### src/rtl/conv_pkg.sv
// Shared types and constants for the 3x3 convolution window generator.
// Latency: n/a (declarations only).
// Backpressure: n/a.
package conv_pkg;

  localparam int PIX_W = 8;
  localparam int KSIZE = 3;

  typedef enum logic {
    IDLE = 1'b0,
    RUN  = 1'b1
  } state_t;

  // Index 0 is the top-left byte (win_1), row-major up to index 8 (win_9).
  typedef logic [KSIZE*KSIZE-1:0][PIX_W-1:0] win_t;

endpackage

### src/rtl/conv_line_buffer.sv
// Pixel delay line: dout is the din value presented DEPTH shifts earlier.
// Latency: DEPTH accepted shifts; output is taken straight from the last stage.
// Backpressure: none; the line holds its contents while shift_en is low.
module conv_line_buffer
  import conv_pkg::*;
#(
  parameter int DEPTH = 8
) (
  input  logic             clk,
  input  logic             rst_n,
  input  logic             shift_en,
  input  logic [PIX_W-1:0] din,
  output logic [PIX_W-1:0] dout
);

  // Stage 0 holds the newest pixel, stage DEPTH-1 the oldest.
  logic [DEPTH-1:0][PIX_W-1:0] mem_q, mem_d;

  // Shift one stage towards the output on each accepted pixel.
  always_comb begin
    mem_d = mem_q;
    if (shift_en) begin
      mem_d = {mem_q[DEPTH-2:0], din};
    end
  end

  // Storage register, cleared on reset.
  always_ff @(posedge clk or negedge rst_n) begin
    if (!rst_n) begin
      mem_q <= '0;
    end else begin
      mem_q <= mem_d;
    end
  end

  assign dout = mem_q[DEPTH-1];

endmodule

### src/rtl/conv_window_gen.sv
// Raster pixel stream to 3x3 windows (win_1..win_9, row-major) for the conv MAC.
// Latency: 1 cycle from accepting the bottom-right pixel to win_valid; all outputs registered.
// Backpressure: none; pix_valid=0 freezes all state. WIN_STRIDE2_EN limits windows to even (r,c).
module conv_window_gen
  import conv_pkg::*;
#(
  parameter int WIDTH  = 8,
  parameter int HEIGHT = 8
) (
  input  logic       clk,
  input  logic       rst_n,
  input  logic       pix_valid,
  input  logic       sof,
  input  logic [7:0] pix_in,
  output logic       win_valid,
  output logic [7:0] win_1,
  output logic [7:0] win_2,
  output logic [7:0] win_3,
  output logic [7:0] win_4,
  output logic [7:0] win_5,
  output logic [7:0] win_6,
  output logic [7:0] win_7,
  output logic [7:0] win_8,
  output logic [7:0] win_9,
  output logic       frame_done
);

  localparam int CW = $clog2(WIDTH);
  localparam int RW = $clog2(HEIGHT);
  localparam logic [CW-1:0] COL_LAST = CW'(WIDTH - 1);
  localparam logic [RW-1:0] ROW_LAST = RW'(HEIGHT - 1);

  state_t          state_q, state_d;
  logic [CW-1:0]   col_q, col_d, cur_col;
  logic [RW-1:0]   row_q, row_d, cur_row;
  win_t            win_q, win_d;
  logic            win_valid_q, win_valid_d;
  logic            frame_done_q, frame_done_d;
  logic            accept;
  logic            emit;
  logic [PIX_W-1:0] lb1_out, lb2_out;

  // lb1 delays by one row (r-1); lb2 chains off lb1 for row r-2.
  conv_line_buffer #(.DEPTH(WIDTH)) u_lb1 (
    .clk      (clk),
    .rst_n    (rst_n),
    .shift_en (accept),
    .din      (pix_in),
    .dout     (lb1_out)
  );

  conv_line_buffer #(.DEPTH(WIDTH)) u_lb2 (
    .clk      (clk),
    .rst_n    (rst_n),
    .shift_en (accept),
    .din      (lb1_out),
    .dout     (lb2_out)
  );

  // Acceptance, frame position, window shift and strobes for the next cycle.
  always_comb begin
    state_d      = state_q;
    col_d        = col_q;
    row_d        = row_q;
    win_d        = win_q;
    win_valid_d  = 1'b0;
    frame_done_d = 1'b0;
    accept       = 1'b0;
    cur_col      = col_q;
    cur_row      = row_q;
    emit         = 1'b0;

    case (state_q)
      IDLE: begin
        // Only a start-of-frame pixel opens a frame; stray pixels are dropped.
        if (pix_valid && sof) begin
          accept  = 1'b1;
          cur_col = '0;
          cur_row = '0;
        end
      end
      RUN: begin
        if (pix_valid) begin
          accept = 1'b1;
          // A fresh sof restarts at (0,0); the old frame never reports done.
          if (sof) begin
            cur_col = '0;
            cur_row = '0;
          end
        end
      end
      default: state_d = IDLE;
    endcase

    if (accept) begin
      state_d = RUN;

      for (int k = 0; k < KSIZE; k++) begin
        for (int j = 0; j < KSIZE - 1; j++) begin
          win_d[k*KSIZE+j] = win_q[k*KSIZE+j+1];
        end
      end
      win_d[KSIZE-1]         = lb2_out;
      win_d[2*KSIZE-1]       = lb1_out;
      win_d[KSIZE*KSIZE-1]   = pix_in;

      // Line buffers may hold stale rows; the position gate hides them.
      emit = (cur_col >= CW'(2)) && (cur_row >= RW'(2));
`ifdef WIN_STRIDE2_EN
      emit = emit && !cur_col[0] && !cur_row[0];
`else
      emit = emit;
`endif
      win_valid_d = emit;

      if (cur_col == COL_LAST) begin
        col_d = '0;
        row_d = (cur_row == ROW_LAST) ? '0 : cur_row + 1'b1;
      end else begin
        col_d = cur_col + 1'b1;
        row_d = cur_row;
      end

      if ((cur_col == COL_LAST) && (cur_row == ROW_LAST)) begin
        frame_done_d = 1'b1;
        state_d      = IDLE;
      end
    end
  end

  // State, counters, window and output strobes.
  always_ff @(posedge clk or negedge rst_n) begin
    if (!rst_n) begin
      state_q      <= IDLE;
      col_q        <= '0;
      row_q        <= '0;
      win_q        <= '0;
      win_valid_q  <= 1'b0;
      frame_done_q <= 1'b0;
    end else begin
      state_q      <= state_d;
      col_q        <= col_d;
      row_q        <= row_d;
      win_q        <= win_d;
      win_valid_q  <= win_valid_d;
      frame_done_q <= frame_done_d;
    end
  end

  assign win_valid  = win_valid_q;
  assign frame_done = frame_done_q;
  assign win_1      = win_q[0];
  assign win_2      = win_q[1];
  assign win_3      = win_q[2];
  assign win_4      = win_q[3];
  assign win_5      = win_q[4];
  assign win_6      = win_q[5];
  assign win_7      = win_q[6];
  assign win_8      = win_q[7];
  assign win_9      = win_q[8];

endmodule

### config.mk
export PLATFORM = sky130hd
export DESIGN_NAME = conv_window_gen
export DESIGN_NICKNAME = d
export VERILOG_FILES = /design/src/rtl/conv_pkg.sv /design/src/rtl/conv_line_buffer.sv /design/src/rtl/conv_window_gen.sv
export SDC_FILE = /design/constraint.sdc
export NUM_CORES = 1
export LEC_CHECK = 0
export CAP_MARGIN = 20
export CORE_UTILIZATION = 35
export DETAILED_ROUTE_END_ITERATION = 10
export MAX_ROUTING_LAYER = met4
export REMOVE_ABC_BUFFERS = 1
export SYNTH_ARGS = -nofsm -noshare
export SYNTH_HDL_FRONTEND = slang
export SYNTH_SLANG_ARGS = --single-unit
export TNS_END_PERCENT = 100
### constraint.sdc
create_clock -name clk -period 4.6 [get_ports clk]
set_input_delay 0.92 -clock clk [delete_from_list [all_inputs] [get_ports clk]]
set_output_delay 0.92 -clock clk [all_outputs]
set_load 0.01 [all_outputs]
==> key figures, run 1 <==
Power and ir drop
  – Sw Share: 0.267
  – Clk pwr share: 0.359
  – Total power: 3.69 mW
  – Cell Pwr Density: 472 mW/mm^2
  – Reg power frac: 0.487
  – Leakage: 4.17 nW
  – Power Internal: 2.70 mW
  – Peak supply drop: 0.265 mV
  – Sw Pwr: 0.983 mW
  – Combinational Power Share: 0.154

Clock network
  – Post-CTS setup buffer count: 0
  – CTS sink cnt: 161
  – Clk slew on worst S/H paths: 0.06 ns
  – # hold bufs at CTS: 0
  – Root buffer cell: clkbuf_16
  – Clock latency on the worst-skew pair: 0.41 ns
  – Clock tree buffer depth: 2
  – CTS tree: built
  – Total CTS buffers: 17
  – Post-CTS sizing: 0
  – H-tree depth: 4

Setup path
  – Worst EP required: 4.93 ns
  – Largest fanout on the critical path: 9
  – Slowest cell on crit path: clkdlybuf4s50_1
  – Cell family with most CP delay: buffers and inverters
  – Crit path top cell by count: ha_1
  – Worst EP arrival: 2.96 ns
  – FF-to-FF Start: col_q[0]$_DFFE_PN0P_
  – CP Class: primary input to flip-flop
  – Largest stage delay on the critical path: 0.69 ns
  – CP endpoint kind: flip-flop
  – Startpoint Class: primary input
  – Internal reg-to-reg setup slack: 3.00 ns
  – Cells along the critical path: clkdlybuf4s50_1 -> nand2_1 -> and2_1 -> ha_1 -> ha_1 -> inv_1 -> ha_1 -> o21ai_0
  – CP Buf/Inv Count: 2
  – Levels on crit path: 8
  – R2R depth: 6
  – Worst Setup SP: pix_valid

Hold path
  – Class of the worst hold path: flip-flop to flip-flop
  – HP Start: u_lb2.mem_q[50]$_DFFE_PN0P_
  – Worst hold path depth: 2

Route
  – WL/cell: 11.3 um
  – Residual DRC: 0
  – Initial drt markers: 324
  – Routed Antenna Nets: 0
  – Via count: 4413
  – Wirelength, routed: 11500 um
  – Detailed Routing Iterations Pass 1: 4
  – Average vias per placed instance: 4.35

GRT
  – Vias in the first global route: 4276
  – First-pass GRT wire length: 20100 um
  – Largest net degree at the start of global routing: 113
  – Met3 Resource Use GR: 0.0383
  – Initial antenna violation count: 0
  – Met2 usage: 0.192
  – Met1 Use GR: 0.169
  – Grt peak-use layer: met2
  – GRT Resource Usage Total: 0.130
  – Total gr overflow: 0

STA
  – Max Slew Vio Count: 0
  – Period minus WS final: 2.63 ns
  – Final hold slack: 0.459 ns
  – Relative slew slack: 0.366
  – FMAX: 380 MHz
  – Least-Margin Pin Slew: 0.952 ns
  – Setup_tns: 0 ns
  – Final clock skew: 0.00482 ns
  – Setup Viol. Count Final: 0
  – Final Hold Fails: 0
  – Fin crit share: 0.572
  – RSZ-0062 raised after global routing: no

Final layout
  – Antenna Cells: 0
  – Finished Cell Area: 0.00781 sq mm
  – Largest regs: u_lb1.mem_q x56, u_lb2.mem_q x40
  – Most flops, register: u_lb1.mem_q
  – Non-filler cells, final: 1014
  – Max reg flops: 56
  – P&R area growth vs syn: 16.5%
  – Layout Nets: 786
  – Share of cells above drive strength 1: 0.0487

Floorplan
  – DIE AREA: 0.0197 sq mm
  – I/O pin cnt: 86
  – Die Wd: 140 um
  – Die H: 140 um
  – Starting Density: 0.357
  – Site Rows: 50
  – Core area: 0.0188 sq mm

Synthesis
  – Synth Instances: 742
  – Ys Warns: 0
  – Syn_area_per_cell: 9.04 sq um
  – Yosys reg bits: 161
  – Count of cell types in the netlist: 24
  – Sequential element share of the synthesized area: 0.601
  – Mapped Area: 0.00671 sq mm

Placed design
  – Port Buffer Count: 85
  – Routability cong.: 0.778
  – Post-placement cell count: 982
  – DP HPWL: 6090 um
  – Placed inst area: 0.00726 sq mm

Run
  – Max-capacitance violation count: 0

Status
  – Outcome: finished clean
## synth_stat cells, drive strengths merged
library cell	n	area share
nand3	1	0.00075
dfrtp	161	0.60
buf	81	0.097
and3	1	0.00093
o22a	1	0.0013
o21a	2	0.0024
o21ba	1	0.0015
clkbuf	3	0.0034
a2bb2oi	1	0.0013
o22ai	1	0.00093
inv	3	0.0017
o21ai	2	0.0032
a32o	2	0.0030
ha	7	0.013
nand2	465	0.26
a21oi	1	0.00075
and2	6	0.0056
a21o	1	0.0011
a31oi	1	0.00093
nor2	1	0.00056
## cell type report
cell class,instances,area (sq um)
clock buffer,22,464
clock inverter,10,86.3
fill,1886,11000
inverter,3,11.3
multi-input combinational,494,2000
sequential,161,4030
tap,234,293
timing repair buffer,90,927
## worst min-delay path: stages, from the launching register on
cell and delay (ns):
dfrtp_1 0.34, nand2_1 0.05, nand2_1 0.05
## cells by family after synthesis
logic type,share of synthesized area
adder cells (fa/ha/maj),0.0131
AO/OA/AOI/OAI,0.0164
buffers and inverters,0.102
flip-flops,0.601
AND/OR/NAND/NOR,0.268
## path summary, 6_finish.rpt
kind | end
max | row_q[0]$_DFFE_PN0P_
min | u_lb2.dout[2]$_DFFE_PN0P_
max reg2reg | row_q[0]$_DFFE_PN0P_
min reg2reg | u_lb2.dout[2]$_DFFE_PN0P_
max in group asynchronous | u_lb2.mem_q[29]$_DFFE_PN0P_
min in group asynchronous | frame_done$_DFF_PN0_
## through the flow
stage | setup slack (ns) | util
3_5_place_dp | 1.53 | 0.387
2_1_floorplan | 1.46 | -
3_3_place_gp | 1.60 | 0.387
4_1_cts | 1.96 | 0.416
6_report | 1.97 | 0.416
5_1_grt | 1.83 | 0.416
## layout by cell type (no fill, tap or decap), drive strengths merged, types with 3 or more instances in the layout
cell             n
and2             6
buf              6
clkbuf          22
clkdlybuf4s50   84
clkinv           6
clkinvlp         3
dfrtp          161
ha               7
inv              3
nand2          465
## per-layer routing
layer	vias up	wire length [um]
met5	-	0
met4	0	143
met3	10	565
met2	85	4880
met1	2074	5890
li1	2244	-
## power groups by stage
| stage | clock, mW | sequential [mW] | combinational, mW |
|---|---|---|---|
| floorplan | 0 | 1.84 | 0.223 |
| global placement | 0 | 1.82 | 0.567 |
| detailed placement | 0 | 1.82 | 0.579 |
| CTS | 1.37 | 1.80 | 0.583 |
| global route | 1.42 | 1.83 | 0.646 |
| finish | 1.32 | 1.79 | 0.569 |
(Power assumes the default switching activity.)
==> run 2, diff against run 1 <==
==> constraint.sdc (replaced) <==
create_clock -name clk -period 2.4 [get_ports clk]
set_input_delay 0.48 -clock clk [delete_from_list [all_inputs] [get_ports clk]]
set_output_delay 0.48 -clock clk [all_outputs]
set_load 0.01 [all_outputs]
==> run 2 against run 1 <==
The flow now finishes with violations (negative hold slack). Via count is 0.91% higher. Critical path depth is 7 lower. Flip-flop and latch count did not move. Sequential share of layout area decreased by 1.0 points. First-iteration DRC count is 21% lower. Die area stayed put. Final area rose by 2.1%. Critical endpoint is now win_4[4].
==> key figures, run 2 (synthesis gave the netlist of run 1 again) <==
Final layout
  – Max reg flops: 56 (unchanged)
  – Non-filler cells, final: 1023 (+0.89%)
  – P&R area growth vs syn: 18.9%
  – Antenna Cells: 0 (unchanged)
  – Commonest non-fill, non-tap cell in the layout: nand2_1
  – Share of cells above drive strength 1: 0.0608 (+0.0121)
  – Layout Nets: 796 (+1.3%)
  – Post-layout util: 0.425 (+0.00860)
  – Most flops, register: u_lb1.mem_q
  – Largest regs: u_lb1.mem_q x56, u_lb2.mem_q x40
  – Commonest cells after routing, fill and taps aside: nand2_1 (465), dfrtp_1 (161), clkdlybuf4s50_1 (84)

Power and ir drop
  – Power Internal: 5.28 mW (+95%)
  – Total power: 7.17 mW (+94%)
  – Sw Share: 0.264 (-0.00286)
  – Leakage: 4.25 nW (+1.9%)
  – Cell Pwr Density: 899 mW/mm^2 (+91%)
  – Reg power frac: 0.480 (-0.007)
  – Peak supply drop: 0.543 mV (+100%)
  – Clk pwr share: 0.363 (+0.004)
  – Combinational Power Share: 0.157 (+0.003)
  – Sw Pwr: 1.89 mW (+92%)

Setup path
  – Worst EP arrival: 1.40 ns (-1.56 ns)
  – CP Class: flip-flop to output port
  – Worst EP required: 1.92 ns (-3.01 ns)
  – CP Buf/Inv Count: 1 (-1)
  – Cell family with most CP delay: buffers and inverters
  – Largest fanout on the critical path: 3 (-6)
  – Startpoint Class: flip-flop
  – CP endpoint kind: output port
  – Slowest cell on crit path: clkdlybuf4s50_1
  – Cells along the critical path: clkdlybuf4s50_1
  – Largest stage delay on the critical path: 0.62 ns (-0.07 ns)

STA
  – Setup Viol. Count Final: 0 (unchanged)
  – FMAX: 531 MHz
  – Fin crit share: 0.785
  – Relative slew slack: 0.666 (+0.300)
  – Period minus WS final: 1.88 ns
  – Final clock skew: 0.00797 ns (+0.00315 ns)
  – RSZ-0062 raised after global routing: no
  – Max Slew Vio Count: 0 (unchanged)
  – Final hold slack: -0.00336 ns (-0.462 ns)
  – Setup_tns: 0 ns (unchanged)
  – Least-Margin Pin Slew: 0.501 ns (-0.450 ns)
  – Final Hold Fails: 2 (+2)

Clock network
  – CTS sink cnt: 161 (unchanged)
  – Clock latency on the worst-skew pair: 0.41 ns (about the same)
  – Post-CTS sizing: 0 (unchanged)
  – Root buffer cell: clkbuf_16
  – Clock tree buffer depth: 2 (unchanged)
  – H-tree depth: 4 (unchanged)
  – Clk slew on worst S/H paths: 0.06 ns (about the same)
  – # hold bufs at CTS: 0 (unchanged)
  – Post-CTS setup buffer count: 0 (unchanged)
  – CTS tree: built
  – Total CTS buffers: 17 (unchanged)

Floorplan
  – Core area: 0.0188 sq mm (unchanged)
  – DIE AREA: 0.0197 sq mm (unchanged)
  – Site Rows: 50 (unchanged)
  – Die H: 140 um (unchanged)
  – Starting Density: 0.357 (unchanged)
  – I/O pin cnt: 86 (unchanged)
  – Die Wd: 140 um (unchanged)

Route
  – WL/cell: 11.4 um (+0.82%)
  – Wirelength, routed: 11700 um (+1.7%)
  – Initial drt markers: 255 (-21%)
  – Residual DRC: 0 (unchanged)
  – Detailed Routing Iterations Pass 1: 4 (unchanged)
  – Via count: 4453 (+0.91%)
  – Average vias per placed instance: 4.35 (about the same)
  – Routed Antenna Nets: 0 (unchanged)

GRT
  – Met1 Use GR: 0.181 (+0.0126)
  – Total gr overflow: 0 (unchanged)
  – Vias in the first global route: 4293 (+0.40%)
  – Met2 usage: 0.190 (-0.00237)
  – Met3 Resource Use GR: 0.0390 (+0.000684)
  – Grt peak-use layer: met2
  – GRT Resource Usage Total: 0.134 (+0.00407)
  – Largest net degree at the start of global routing: 52 (-54%)
  – Initial antenna violation count: 0 (unchanged)
  – First-pass GRT wire length: 20700 um (+3.1%)

Placed design
  – Port Buffer Count: 85 (unchanged)
  – DP HPWL: 6800 um (+12%)
  – Routability cong.: 0.723 (-7.0%)
  – Post-placement cell count: 992 (+1.0%)

Hold path
  – Class of the worst hold path: primary input to asynchronous set/reset pin

Run
  – Max-capacitance violation count: 0 (unchanged)

Status
  – Outcome: complete, but fails checks
  – Violated checks: negative hold slack
## run 2: changes by cell type in the layout (fill, tap and decap cells not counted)
cell and delta:
buf_12 +6, buf_4 +4, bufinv_16 +1, clkbuf_1 -1
clkbuf_8 -1, clkinv_4 -1, clkinvlp_4 +1
## run 2: cell type report
type / count / area, sq um
fill: 1843 / 10800
sequential: 161 / 4030
multi-input combinational: 494 / 2000
timing repair buffer: 100 / 1080
clock buffer: 20 / 447
tap: 234 / 293
clock inverter: 11 / 115
inverter: 3 / 11.3
## run 2: path summary, 6_finish.rpt
kind	start	endpoint	slack [ns]	cells after the start
worst max register to register	col_q[0]$_DFFE_PN0P_	row_q[0]$_DFFE_PN0P_	0.86	6
min in group clk	u_lb2.mem_q[53]$_DFFE_PN0P_	u_lb2.dout[5]$_DFFE_PN0P_	0.46	2
max in group asynchronous	rst_n	u_lb1.mem_q[46]$_DFFE_PN0P_	1.77	2
worst min-delay path	rst_n	state_q$_DFFE_PN0P_	-0.003	1
worst max-delay path	u_lb2.mem_q[20]$_DFFE_PN0P_	win_4[4]	0.52	1
worst min register to register	u_lb2.mem_q[53]$_DFFE_PN0P_	u_lb2.dout[5]$_DFFE_PN0P_	0.46	2
## run 2: stage by stage
stage,instance area [sq um],worst slack (ns)
final,7970,0.517
after global routing,7970,0.405
after CTS,7970,0.487
after detailed placement,7410,0.134
after global placement,7410,0.163
after floorplan,6040,-0.297
## run 2: power by group through the flow
stage               Sequential, mW  Combinational, mW  Clock, mW
global placement              3.48               1.12          0
finish                        3.44               1.12       2.61
detailed placement            3.49               1.14          0
global route                  3.51               1.28       2.81
floorplan                     3.53              0.428          0
CTS                           3.44               1.15       2.71
## run 2: per-layer routing
layer  part of all wire  up-vias
li1                   -     2266
met1               0.53     2099
met2               0.41       79
met3              0.049        9
met4              0.012        0
met5                  0        -
==> run 3, diff against run 2 <==
==> constraint.sdc (replaced) <==
create_clock -name clk -period 1.9 [get_ports clk]
set_input_delay 0.38 -clock clk [delete_from_list [all_inputs] [get_ports clk]]
set_output_delay 0.38 -clock clk [all_outputs]
set_load 0.01 [all_outputs]
==> run 3 against run 2 <==
The flow now finishes without violations. Critical path depth unchanged. Final cell count increased by 1.1%. Routed wire length increased by 0.42%. Via count increased by 1.6%. Global-route usage increased by 0.13 points. Clock power increased by 41%. Setup slack got worse by 0.39 ns. Clock-buffer cell count decreased by 1. Sequential share of layout area decreased by 0.99 points. Critical path type unchanged. Critical endpoint unchanged. Largest power group unchanged. Highest routed layer unchanged.
==> key figures, run 3 (synthesis gave the netlist of run 1 again) <==
Status
  – Outcome: finished clean

Setup path
  – Cell family with most CP delay: buffers and inverters
  – Cells along the critical path: clkdlybuf4s50_1
  – CP Buf/Inv Count: 1 (unchanged)
  – Largest fanout on the critical path: 3 (unchanged)
  – R2R depth: 6 (unchanged)
  – Startpoint Class: flip-flop
  – Worst EP arrival: 1.39 ns (about the same)
  – Worst EP required: 1.52 ns (-0.40 ns)
  – CP Class: flip-flop to output port
  – Slowest cell on crit path: clkdlybuf4s50_1
  – Levels on crit path: 1 (unchanged)
  – CP endpoint kind: output port
  – Largest stage delay on the critical path: 0.61 ns (about the same)

Clock network
  – H-tree depth: 4 (unchanged)
  – Clock latency on the worst-skew pair: 0.42 ns (about the same)
  – Clk slew on worst S/H paths: 0.06 ns (about the same)
  – Root buffer cell: clkbuf_16
  – Post-CTS sizing: 0 (unchanged)
  – CTS sink cnt: 161 (unchanged)
  – Clock tree buffer depth: 2 (unchanged)
  – CTS tree: built
  – Total CTS buffers: 17 (unchanged)
  – Post-CTS setup buffer count: 0 (unchanged)

Floorplan
  – Starting Density: 0.357 (unchanged)
  – I/O pin cnt: 86 (unchanged)
  – Die H: 140 um (unchanged)
  – DIE AREA: 0.0197 sq mm (unchanged)
  – Core area: 0.0188 sq mm (unchanged)
  – Site Rows: 50 (unchanged)
  – Die Wd: 140 um (unchanged)

Placed design
  – Port Buffer Count: 85 (unchanged)
  – DP HPWL: 7020 um (+3.3%)
  – Post-placement cell count: 1001 (+0.91%)
  – Routability cong.: 0.740 (+2.4%)

Route
  – Initial drt markers: 260 (+2.0%)
  – WL/cell: 11.3 um (-0.65%)
  – Wirelength, routed: 11700 um (+0.42%)
  – Detailed Routing Iterations Pass 1: 4 (unchanged)
  – Via count: 4524 (+1.6%)
  – Average vias per placed instance: 4.38 (+0.51%)
  – Residual DRC: 0 (unchanged)
  – Routed Antenna Nets: 0 (unchanged)

STA
  – FMAX: 564 MHz
  – Relative slew slack: 0.757 (+0.0915)
  – Setup_tns: 0 ns (unchanged)
  – Max Slew Vio Count: 0 (unchanged)
  – Setup Viol. Count Final: 0 (unchanged)
  – Final Hold Fails: 0 (-2)
  – Period minus WS final: 1.77 ns
  – Final clock skew: 0.00819 ns (+0.000223 ns)
  – Fin crit share: 0.933
  – Least-Margin Pin Slew: 0.364 ns (-0.137 ns)
  – Final hold slack: 0.386 ns (+0.389 ns)
  – RSZ-0062 raised after global routing: no

GRT
  – Total gr overflow: 0 (unchanged)
  – First-pass GRT wire length: 20700 um (about the same)
  – GRT Resource Usage Total: 0.136 (+0.00131)
  – Largest net degree at the start of global routing: 53 (+1.9%)
  – Vias in the first global route: 4351 (+1.4%)
  – Initial antenna violation count: 0 (unchanged)

Hold path
  – Class of the worst hold path: primary input to asynchronous set/reset pin

Power and ir drop
  – Peak supply drop: 0.690 mV (+27%)
  – Cell Pwr Density: 1170 mW/mm^2 (+30%)
  – Leakage: 4.33 nW (+2.0%)

Final layout
  – Largest regs: u_lb1.mem_q x56, u_lb2.mem_q x40
  – Commonest cells after routing, fill and taps aside: nand2_1 (465), dfrtp_1 (161), clkdlybuf4s50_1 (84)
  – P&R area growth vs syn: 21.2%
  – Layout Nets: 806 (+1.3%)
  – Non-filler cells, final: 1034 (+1.1%)
  – Max reg flops: 56 (unchanged)
  – Share of cells above drive strength 1: 0.0738 (+0.0129)
  – Most flops, register: u_lb1.mem_q
  – Antenna Cells: 0 (unchanged)
  – Commonest non-fill, non-tap cell in the layout: nand2_1

Run
  – Max-capacitance violation count: 0 (unchanged)
-- run 3: cell types whose count changed in the layout (fill, tap and decap cells not counted), sizes merged --
| cell | change |
|---|---|
| clkinvlp | -1 |
| buf | +9 |
| clkinv | -3 |
| dlygate4sd3 | +1 |
| clkbuf | -1 |
| bufinv | +2 |
| inv | +4 |
-- run 3: path summary, 6_finish.rpt --
path / start / to / slack (ns)
max reg2reg: col_q[0]$_DFFE_PN0P_ / row_q[0]$_DFFE_PN0P_ / 0.43
min in group clk: u_lb2.mem_q[50]$_DFFE_PN0P_ / u_lb2.dout[2]$_DFFE_PN0P_ / 0.46
min: rst_n / frame_done$_DFF_PN0_ / 0.39
max in group asynchronous: rst_n / u_lb2.mem_q[19]$_DFFE_PN0P_ / 0.85
max: u_lb2.mem_q[20]$_DFFE_PN0P_ / win_4[4] / 0.13
min reg2reg: u_lb2.mem_q[50]$_DFFE_PN0P_ / u_lb2.dout[2]$_DFFE_PN0P_ / 0.46
-- run 3: power by group --
group / switching [mW] / internal (mW)
Sequential: 0.345 / 4.00
Clock: 1.42 / 2.26
Combinational: 0.708 / 0.743
-- run 3: area by class of cell --
class | instances | area, sq um
clock buffer | 19 | 443
clock inverter | 13 | 200
fill | 1841 | 10600
inverter | 3 | 11.3
multi-input combinational | 494 | 2000
sequential | 161 | 4030
tap | 234 | 293
timing repair buffer | 110 | 1150
-- run 3: routing by layer --
metal  routed length (um)  track usage  part of all wire  vias up
li1                     -            -                 -     2288
met1                 5900        0.173              0.50     2137
met2                 5050        0.200              0.43       85
met3                  582       0.0431             0.050       14
met4                  191       0.0555             0.016        0
met5                    0            -                 0        -
-- run 3: through the flow --
step | setup WS [ns] | utilization | power, mW | instance area [sq um]
after floorplan | -0.743 | - | 5.00 | 6040
after global placement | -0.185 | 0.399 | 5.85 | 7480
after detailed placement | -0.217 | 0.399 | 5.88 | 7480
after CTS | 0.0929 | 0.433 | 9.65 | 8130
after global routing | 0.0294 | 0.433 | 10.0 | 8130
final | 0.127 | 0.433 | 9.48 | 8130
-- run 3: timing repair --
action,in CTS,in global routing
setup endpoints to repair,0,0
hold buffers,1,0
hold endpoints to repair,21,0
